### config.mk
export PLATFORM = sky130hd
export DESIGN_NAME = pulse_scheduler
export DESIGN_NICKNAME = d
export VERILOG_FILES = /design/src/rtl/pulse_scheduler.sv
export SDC_FILE = /design/constraint.sdc
export NUM_CORES = 1
export LEC_CHECK = 0
export CORE_MARGIN = 10
export CORE_UTILIZATION = 54
export CTS_CLUSTER_SIZE = 16
export DETAILED_ROUTE_END_ITERATION = 8
export PLACE_DENSITY = 0.91
export RECOVER_POWER = 50
export SYNTH_ARGS = -nofsm -noshare
export SYNTH_HDL_FRONTEND = slang
export SYNTH_SLANG_ARGS = --single-unit
### constraint.sdc
create_clock -name clk -period 6.18 [get_ports clk]
set_clock_uncertainty 0.1 [all_clocks]
set_input_delay 1.236 -clock clk [delete_from_list [all_inputs] [get_ports clk]]
set_output_delay 1.236 -clock clk [all_outputs]
set_load 0.005 [all_outputs]
### src/rtl/pulse_scheduler.sv
// Frame scheduler: runs a period counter for a programmed number of frames and
// fires one-cycle pulses on each enabled channel at its configured match count.
module pulse_scheduler #(
  parameter int CNT_W = 5,
  parameter int NCH   = 3,
  parameter int FRM_W = 8
) (
  input  logic             clk,
  input  logic             rst_n,
  input  logic             start,
  input  logic             stop,
  input  logic [FRM_W-1:0] frames,
  input  logic [CNT_W-1:0] period,
  input  logic             cfg_we,
  input  logic [1:0]       cfg_sel,
  input  logic [CNT_W-1:0] cfg_match,
  input  logic             cfg_en,
  output logic             busy,
  output logic [CNT_W-1:0] cnt,
  output logic [NCH-1:0]   pulse,
  output logic             control,
  output logic             frame_done
);

  typedef enum logic [1:0] {S_IDLE, S_RUN, S_STOPPING} state_e;

  state_e           state_q, state_d;
  logic [CNT_W-1:0] cnt_q, cnt_d;
  logic [CNT_W-1:0] period_q, period_d;
  logic [FRM_W-1:0] frm_q, frm_d;
  logic [CNT_W-1:0] match_q [NCH];
  logic [CNT_W-1:0] match_d [NCH];
  logic [NCH-1:0]   en_q, en_d;
  logic [NCH-1:0]   pulse_q, pulse_d;
  logic             control_q, control_d;
  logic             frame_done_q, frame_done_d;

  function automatic logic [CNT_W-1:0] match_rst(input int ch);
    case (ch)
      0:       match_rst = CNT_W'(4);
      1:       match_rst = CNT_W'(20);
      2:       match_rst = CNT_W'(24);
      default: match_rst = '0;
    endcase
  endfunction

  always_comb begin
    // NOTE: every signal gets its hold value first so no path leaves it unassigned (no latches).
    state_d      = state_q;
    cnt_d        = cnt_q;
    period_d     = period_q;
    frm_d        = frm_q;
    match_d      = match_q;
    en_d         = en_q;
    pulse_d      = '0;
    control_d    = 1'b0;
    frame_done_d = 1'b0;

    unique case (state_q)
      S_IDLE: begin
        cnt_d = '0;
        if (cfg_we && (int'(cfg_sel) < NCH)) begin
          match_d[cfg_sel] = cfg_match;
          en_d[cfg_sel]    = cfg_en;
        end
        if (start) begin
          state_d  = S_RUN;
          period_d = period;
          frm_d    = frames;
        end
      end
      S_RUN, S_STOPPING: begin
        if (cnt_q == period_q) begin
          cnt_d = '0;
          // A frame count of 0 means continuous; only a finite count reaching 1 ends the run.
          if ((state_q == S_STOPPING) || stop || (frm_q == FRM_W'(1))) state_d = S_IDLE;
          if (frm_q != '0) frm_d = frm_q - 1'b1;
        end else begin
          cnt_d = cnt_q + 1'b1;
          if (stop && (state_q == S_RUN)) state_d = S_STOPPING;
        end
      end
      default: state_d = S_IDLE;
    endcase

    // Outputs are computed from next-cycle values so the registered pulses line up with cnt.
    if (state_d != S_IDLE) begin
      for (int i = 0; i < NCH; i++) pulse_d[i] = en_d[i] && (cnt_d == match_d[i]);
      frame_done_d = (cnt_d == period_d);
    end
    control_d = |pulse_d;
  end

  always_ff @(posedge clk or negedge rst_n) begin
    if (!rst_n) begin
      state_q      <= S_IDLE;
      cnt_q        <= '0;
      period_q     <= CNT_W'(31);
      frm_q        <= '0;
      en_q         <= '1;
      pulse_q      <= '0;
      control_q    <= 1'b0;
      frame_done_q <= 1'b0;
      // NOTE: the match array holds architectural reset values, so it is reset like any flop.
      for (int i = 0; i < NCH; i++) match_q[i] <= match_rst(i);
    end else begin
      // NOTE: non-blocking assignments so every flop samples the pre-edge values.
      state_q      <= state_d;
      cnt_q        <= cnt_d;
      period_q     <= period_d;
      frm_q        <= frm_d;
      en_q         <= en_d;
      pulse_q      <= pulse_d;
      control_q    <= control_d;
      frame_done_q <= frame_done_d;
      match_q      <= match_d;
    end
  end

  assign busy       = (state_q != S_IDLE);
  assign cnt        = cnt_q;
  assign pulse      = pulse_q;
  assign control    = control_q;
  assign frame_done = frame_done_q;

endmodule
==> results of run 1 <==
==> kinds of logic after synthesis <==
logic type / Yosys count
AND/OR/NAND/NOR: 59
flip-flops: 43
AO/OA/AOI/OAI: 40
XOR/XNOR: 25
multiplexers: 25
buffers and inverters: 17
adder cells (fa/ha/maj): 7
==> report_power, final <==
| group | total [mW] | switching (mW) | leakage, nW | internal [mW] |
|---|---|---|---|---|
| combinational | 0.802 | 0.418 | 0.594 | 0.384 |
| sequential | 0.533 | 0.0953 | 0.514 | 0.438 |
| clock | 0.196 | 0.0940 | 0.0515 | 0.102 |
| total | 1.53 | 0.608 | 1.16 | 0.924 |
==> registers in the layout, indices dropped and copies added (netlist names) <==
| register | count |
|---|---|
| frm_q | 8 |
| period_q | 5 |
| pulse | 3 |
| en_q | 3 |
| frame_done | 1 |
| cnt | 5 |
| control | 1 |
| state_q | 2 |
| match_q | 15 |
==> routing by layer <==
metal / GRT usage [%] / up-vias / share of wire (%)
met5: 0 / - / 0
met4: 6.77 / 0 / 2.2
met3: 4.12 / 11 / 3.9
met2: 24.7 / 52 / 52
met1: 17.2 / 844 / 42
li1: - / 846 / -
==> cell usage after synthesis, types with 2 or more instances <==
cell	number	area [um2]
nor3b_1	2	15.0
nor3_1	4	20.0
nand2b_1	3	18.8
nand4_1	4	25.0
or3_1	3	18.8
ha_1	7	87.6
nor4_1	2	12.5
dfrtp_1	30	751
clkbuf_1	4	15.0
a21oi_1	13	65.1
nand4b_1	2	17.5
buf_2	2	10.0
nand3_1	9	45.0
dfstp_2	13	342
mux2_2	23	259
xnor2_2	4	65.1
inv_1	9	33.8
nand2_1	6	22.5
o21ai_0	7	35.0
xnor2_1	20	175
a31oi_1	3	18.8
nor2_1	11	41.3
a311oi_1	2	17.5
and2_1	2	12.5
o22ai_1	6	37.5
a2bb2oi_4	2	52.6
nor3_2	3	30.0
mux2i_1	2	20.0
==> metrics by stage <==
stage	hold slack, ns	area, um2	instances
floorplan	0.383	2410	216
global placement	0.393	2810	297
detailed placement	0.399	2810	297
CTS	0.415	2910	305
global route	0.431	2880	305
finish	0.411	2880	305
==> worst min path at each step <==
| stage | end | cells past startpoint |
|---|---|---|
| after CTS | match_q[8] | 1 |
| after global routing | match_q[8] | 1 |
| after global placement | match_q[0] | 1 |
| after detailed placement | match_q[8] | 1 |
| after floorplan | match_q[0] | 1 |
| final | match_q[8] | 1 |
==> final cells by class <==
type / count / area share, %
Sequential cell: 43 / 38.0
Clock buffer: 8 / 3.48
Multi-Input combinational cell: 156 / 42.7
Inverter: 10 / 1.30
Tap cell: 52 / 2.26
Timing Repair Buffer: 36 / 12.3
==> impl_metrics.json, run 1 <==
{
  "critPathKind": "input port to flip-flop",
  "die_h_um": 86.9,
  "ys_types": 46,
  "crit_cells": 7,
  "syn_area_um2": 2410,
  "diodes": 0,
  "wl_per_cell_um": 17.7,
  "die_x_um": 86.9,
  "vias_per_cell": 5.75,
  "hold_viol": 0,
  "crit_end": "control",
  "rsz0062_at_grt": "false",
  "synthMuxAreaShare_pct": 11.6,
  "synth_edf_count": 0,
  "ys_ff_latch": 43,
  "reg2reg_to": "control",
  "cts_root_buf": "clkbuf_8",
  "r2r_slack_ns": 2.94,
  "post-place-ws_ns": 2.51,
  "hold_class": "flip-flop to flip-flop",
  "synth_xor_area_share_pct": 10.3,
  "synthAdderAreaFrac_pct": 3.63,
  "clkTransAtPathRegs_ns": 0.08,
  "crit_path_start_kind": "input port",
  "cp_max_fo": 6,
  "synth-compound-area-share_pct": 12.2,
  "synth-seq-area-share_pct": 45.2,
  "critical-path-top-delay-family": "simple AND/OR/NAND/NOR gates",
  "path_buf_inv": 1,
  "nNetsFinal": 285,
  "cts_hold_buf": 0,
  "synthFlopType": "dfrtp_1",
  "grt_max_degree": 44,
  "clkLatencyLatePin_ns": 0.30,
  "dp_hpwl_mm": 4.01,
  "clk_path_buf_depth": 2,
  "ir_drop_mv": 0.242,
  "ant_nets": 0,
  "fmax_mhz": 295,
  "slew_violations": 44,
  "layout_min_cycle_time_ns": 3.39,
  "rows": 24,
  "final-seq-area_um2": 1090,
  "setup_viol": 0,
  "async_flop_share_pct": 100,
  "grt_antenna_before_repair": 0,
  "crit_slowest_cell": "or4_4",
  "vias": 1753,
  "initial_core_util_pct": 55.5,
  "initialDrtViolationCount": 101,
  "finish.utilization_pct": 66.1,
  "finalWirelength_mm": 5.41,
  "multiInputGateArea_um2": 1230,
  "syn_nets": 249,
  "grt_pass1_wl_mm": 8.84,
  "drive_above_1_share_pct": 21.7,
  "final_common_cell": "clkdlybuf4s50_1",
  "area_growth_pct": 19.1,
  "post_cts_buffers": 0,
  "syn-mean-instance-area_um2": 11.2,
  "status": "finished with violations",
  "min_from": "match_q[8]",
  "synth_warnings": 0,
  "pin_count": 37,
  "numCtsBuffers": 5,
  "cts_tree": "yes",
  "fin_ws_ns": 2.79,
  "fin_crit_sh_pct": 54.9,
  "cp_cell_sequence": "clkdlybuf4s50_1 > nand4b_1 > mux2_2 > xnor2_1 > nand2b_1 > or4_4 > a31oi_2",
  "power.total_mw": 1.53,
  "cts.sinks": 43,
  "final_cell_mix": "34 x clkdlybuf4s50_1, 30 x dfrtp_1, 22 x mux2_2",
  "synth-simple-area-share_pct": 14.4,
  "postCtsResizedCells": 0,
  "power_density_nw_per_um2": 532,
  "end_kind": "flip-flop",
  "port-buffer-count": 36,
  "core_area_um2": 4350,
  "critPathMaxStageDelay_ns": 0.49,
  "maxCapViolations": 1,
  "violations": "capacitance limit, slew limit",
  "dr.pass1.iters": 4,
  "grt_pass1_vias": 1823,
  "grt_overflow_total": 0,
  "setup_tns_ns": 0,
  "syn_inst": 216,
  "cp.arrival_ns": 3.51,
  "num-fill-cells": 301,
  "timing.rr.start": "state_q[0]",
  "cts-htree-levels": 2,
  "slew_headroom_pct": -53.1,
  "synth_top_family_by_area": "simple AND/OR/NAND/NOR gates",
  "drc": 0,
  "critPathRequiredTime_ns": 6.30,
  "globalRouteTotalUtil_pct": 14.8,
  "worst_pin_slew_ns": 2.30,
  "ff2ff_path_depth": 7,
  "gp_congestion": 0.869,
  "leakage_nw": 1.16,
  "die_area_um2": 7550,
  "cp-startpoint": "cfg_sel[1]"
}
No activity file was read; power rests on OpenSTA's default activity.
==> run 2: changes to the inputs <==
Clock period 6.18 ns to 3.2 ns, I/O delays scaled along.
==> impl_metrics.json, run 2 (same netlist as run 1, synthesis figures left out) <==
{
  "drc": 0,
  "finalWirelength_mm": 5.52,
  "top_regs": "match_q x15, frm_q x8",
  "postCtsResizedCells": 0,
  "violations": "capacitance limit, slew limit",
  "power_density_nw_per_um2": 1040,
  "fin_ws_ns": 0.303,
  "die_area_um2": 7550,
  "cp_max_fo": 13,
  "rows": 24,
  "grt_pass1_wl_mm": 9.20,
  "ant_nets": 0,
  "area_growth_pct": 20.9,
  "gp_congestion": 0.838,
  "die_x_um": 86.9,
  "final_cell_mix": "35 x clkdlybuf4s50_1, 30 x dfrtp_1, 20 x xnor2_1",
  "globalRouteTotalUtil_pct": 15.4,
  "dr.pass1.iters": 4,
  "drive_above_1_share_pct": 22.0,
  "final_common_cell": "clkdlybuf4s50_1",
  "cts_tree": "yes",
  "critPathKind": "flip-flop to flip-flop",
  "slew_headroom_pct": -54.2,
  "ir_drop_mv": 0.558,
  "leakage_nw": 1.18,
  "critical-path-top-delay-family": "simple AND/OR/NAND/NOR gates",
  "dpl_cell_area_um2": 2820,
  "port-buffer-count": 36,
  "cts_hold_buf": 0,
  "fin_area_um2": 2920,
  "nNetsFinal": 287,
  "regMostFlops": "match_q",
  "setup_viol": 0,
  "maxCapViolations": 1,
  "setup_tns_ns": 0,
  "vias_per_cell": 5.82,
  "post-place-ws_ns": 0.185,
  "dp_hpwl_mm": 4.12,
  "grt_antenna_before_repair": 0,
  "path_buf_inv": 1,
  "fin_crit_sh_pct": 90.5,
  "slew_violations": 44,
  "hold_ws_ns": 0.415,
  "status": "finished with violations",
  "wl_per_cell_um": 18.0,
  "cts.sinks": 43,
  "cp.arrival_ns": 3.02,
  "hold_viol": 0,
  "hold_class": "flip-flop to flip-flop",
  "cts-htree-levels": 2,
  "diodes": 0,
  "largest_reg_flops": 15,
  "worst_pin_slew_ns": 2.31,
  "cp_cell_sequence": "ha_1 > or3b_2 > a31oi_1 > o21ai_1 > inv_2 > xnor2_1 > nand4_1 > or3_1 > a31oi_2",
  "clkTransAtPathRegs_ns": 0.08,
  "core_area_um2": 4350,
  "grt_max_degree": 44,
  "grt_overflow_total": 0,
  "crit_slowest_cell": "or3b_2",
  "rsz0062_at_grt": "false",
  "initialDrtViolationCount": 149,
  "fmax_mhz": 345,
  "vias": 1787,
  "critPathMaxStageDelay_ns": 0.51,
  "cts_root_buf": "clkbuf_8",
  "clkLatencyLatePin_ns": 0.30,
  "end_kind": "flip-flop",
  "die_h_um": 86.9,
  "layout_min_cycle_time_ns": 2.90,
  "crit_path_start_kind": "flip-flop",
  "critPathRequiredTime_ns": 3.32,
  "initial_core_util_pct": 55.5,
  "post_cts_buffers": 0,
  "numCtsBuffers": 5,
  "grt_pass1_vias": 1903,
  "pin_count": 37,
  "clk_path_buf_depth": 2
}
## run 2: cell type report
| cell class | instances | area [um2] |
|---|---|---|
| clock buffers | 8 | 100 |
| fillers | 304 | 1430 |
| inverters | 10 | 37.5 |
| multi-input cells | 156 | 1260 |
| flip-flops and latches | 43 | 1090 |
| well taps | 52 | 65.1 |
| repair buffers | 38 | 369 |
## run 2: final timing paths
path	start	endpoint	slack (ns)	cells past startpoint
hold / removal	match_q[5]	match_q[5]	0.41	1
hold reg to reg	match_q[5]	match_q[5]	0.41	1
setup reg to reg	state_q[0]	control	0.30	9
max in group asynchronous	rst_n	pulse[1]	0.75	1
setup / recovery	state_q[0]	control	0.30	9
min in group asynchronous	rst_n	frm_q[0]	0.92	1
## run 2: per-stage QoR
step / utilization [%] / cells / power (mW)
floorplan: - / 216 / 2.23
global placement: 64.8 / 299 / 2.56
detailed placement: 64.8 / 299 / 2.64
CTS: 67.1 / 307 / 3.04
global route: 67.1 / 307 / 3.25
finish: 67.1 / 307 / 3.04
## run 2: where the power goes
| group | internal [mW] | switching, mW | total [mW] |
|---|---|---|---|
| Combinational | 0.777 | 0.848 | 1.62 |
| Clock | 0.197 | 0.182 | 0.379 |
| Sequential | 0.846 | 0.185 | 1.03 |
## run 2: routing by layer
| layer | global-route usage, % | part of all wire, % |
|---|---|---|
| met3 | 3.75 | 5.1 |
| met4 | 5.30 | 1.3 |
| met2 | 26.8 | 53 |
| met5 | 0 | 0 |
| met1 | 17.8 | 41 |
==> run 3: changes to the inputs <==
Settings changed: CORE_UTILIZATION 54 to 49, PLACE_DENSITY 0.91 to 0.87.
Clock period 3.2 ns to 2.5 ns, I/O delays scaled along.
==> impl_metrics.json, run 3 (same netlist as run 1, synthesis figures left out) <==
{
  "cp_cell_sequence": "inv_2 > ha_4 > buf_6 > nand3b_1 > a31oi_1 > nor3_2 > inv_2 > xnor2_2 > nand4_1 > or3_4 > a31oi_2",
  "grtUsageMet1_pct": 16.5,
  "grt_antenna_before_repair": 0,
  "critPathRequiredTime_ns": 2.64,
  "area_growth_pct": 40.5,
  "initial_core_util_pct": 50.8,
  "regMostFlops": "match_q",
  "fmax_mhz": 390,
  "final_cell_mix": "36 x buf_4, 34 x clkdlybuf4s50_1, 28 x dfrtp_1",
  "gp_congestion": 0.817,
  "dp_hpwl_mm": 4.18,
  "cts-htree-levels": 2,
  "rsz0062_at_grt": "true",
  "dr.pass1.iters": 4,
  "rows": 25,
  "vias": 1992,
  "nNetsFinal": 324,
  "clkLatencyLatePin_ns": 0.31,
  "path_common_cell": "inv_2",
  "vias_per_cell": 5.55,
  "crit_path_start_kind": "flip-flop",
  "multiInputGateArea_um2": 1420,
  "cts_root_buf": "clkbuf_8",
  "power.total_mw": 4.68,
  "path_buf_inv": 3,
  "cts.sinks": 43,
  "slew_headroom_pct": 71.7,
  "die_area_um2": 8140,
  "grt_pass1_vias": 1985,
  "hold_viol": 0,
  "pin_count": 37,
  "critPathKind": "flip-flop to flip-flop",
  "hold_ws_ns": 0.0936,
  "fin_ws_ns": -0.0635,
  "grtUsageMet3_pct": 4.16,
  "numCtsBuffers": 5,
  "die_x_um": 90.2,
  "clk_path_buf_depth": 2,
  "status": "finished with violations",
  "globalRouteTotalUtil_pct": 13.8,
  "top_regs": "match_q x15, frm_q x8",
  "core_area_um2": 4750,
  "port-buffer-count": 36,
  "end_kind": "flip-flop",
  "drc": 0,
  "grt_max_degree": 44,
  "final_cells": 359,
  "critical-path-top-delay-family": "simple AND/OR/NAND/NOR gates",
  "final_common_cell": "buf_4",
  "fin_crit_sh_pct": 103,
  "post-place-ws_ns": -0.211,
  "r2r_slack_ns": -0.06,
  "drive_above_1_share_pct": 41.4,
  "use_met2_pct": 22.9,
  "worst_pin_slew_ns": 0.424,
  "setup_tns_ns": -0.121,
  "cts_hold_buf": 0,
  "initialDrtViolationCount": 113,
  "maxCapViolations": 0,
  "violations": "setup timing",
  "slew_violations": 0,
  "wl_per_cell_um": 17.7,
  "clkTransAtPathRegs_ns": 0.09,
  "cts_tree": "yes",
  "placedCellCount": 343,
  "ir_drop_mv": 0.721,
  "finalWirelength_mm": 6.35,
  "num-fill-cells": 339,
  "crit_slowest_cell": "dfrtp_2",
  "ant_nets": 0,
  "diodes": 0,
  "final-seq-area_um2": 1090,
  "critPathMaxStageDelay_ns": 0.46,
  "cp.arrival_ns": 2.70,
  "leakage_nw": 1.41,
  "fin_area_um2": 3390,
  "power_density_nw_per_um2": 1380,
  "cp_max_fo": 3,
  "layout_min_cycle_time_ns": 2.56,
  "hold_class": "input port to async pin",
  "die_h_um": 90.2,
  "setup_viol": 2,
  "grt_pass1_wl_mm": 9.24,
  "finish.utilization_pct": 71.3,
  "grt_overflow_total": 0,
  "top_usage_layer": "met2",
  "dpl_cell_area_um2": 3080,
  "largest_reg_flops": 15
}
-- run 3: metal layers --
metal  vias to the layer above  wire length (um)
met2                        74              3080
met3                        12               407
met1                       982              2740
li1                        924                 -
met4                         0               131
met5                         -                 0
-- run 3: final cells by class --
cell class                 count  area share [%]
inverter                      10            1.11
timing repair buffer          75            19.7
tap                           67            2.47
clock inverter                 3           0.738
sequential                    43            32.3
clock buffer                   5            2.03
multi-input combinational    156            41.7
-- run 3: power breakdown --
group	total [mW]	switching, mW	internal [mW]
clock network	0.466	0.266	0.200
logic	2.91	1.38	1.52
registers	1.30	0.217	1.09
total	4.68	1.87	2.81
-- run 3: final timing paths --
path / startpoint / to / cells past startpoint
setup / recovery: state_q[1] / control / 11
hold / removal: rst_n / frm_q[5] / 2
setup reg to reg: state_q[1] / control / 11
hold reg to reg: match_q[14] / match_q[14] / 1
max in group asynchronous: rst_n / match_q[3] / 2
min in group clk: match_q[14] / match_q[14] / 1
-- run 3: what timing repair did --
item,4_1_cts,5_1_grt
resized for setup,6,25
endpoints found under the setup margin,3,5
setup buffers,2,7
pin swaps,4,15
hold endpoints to repair,0,0
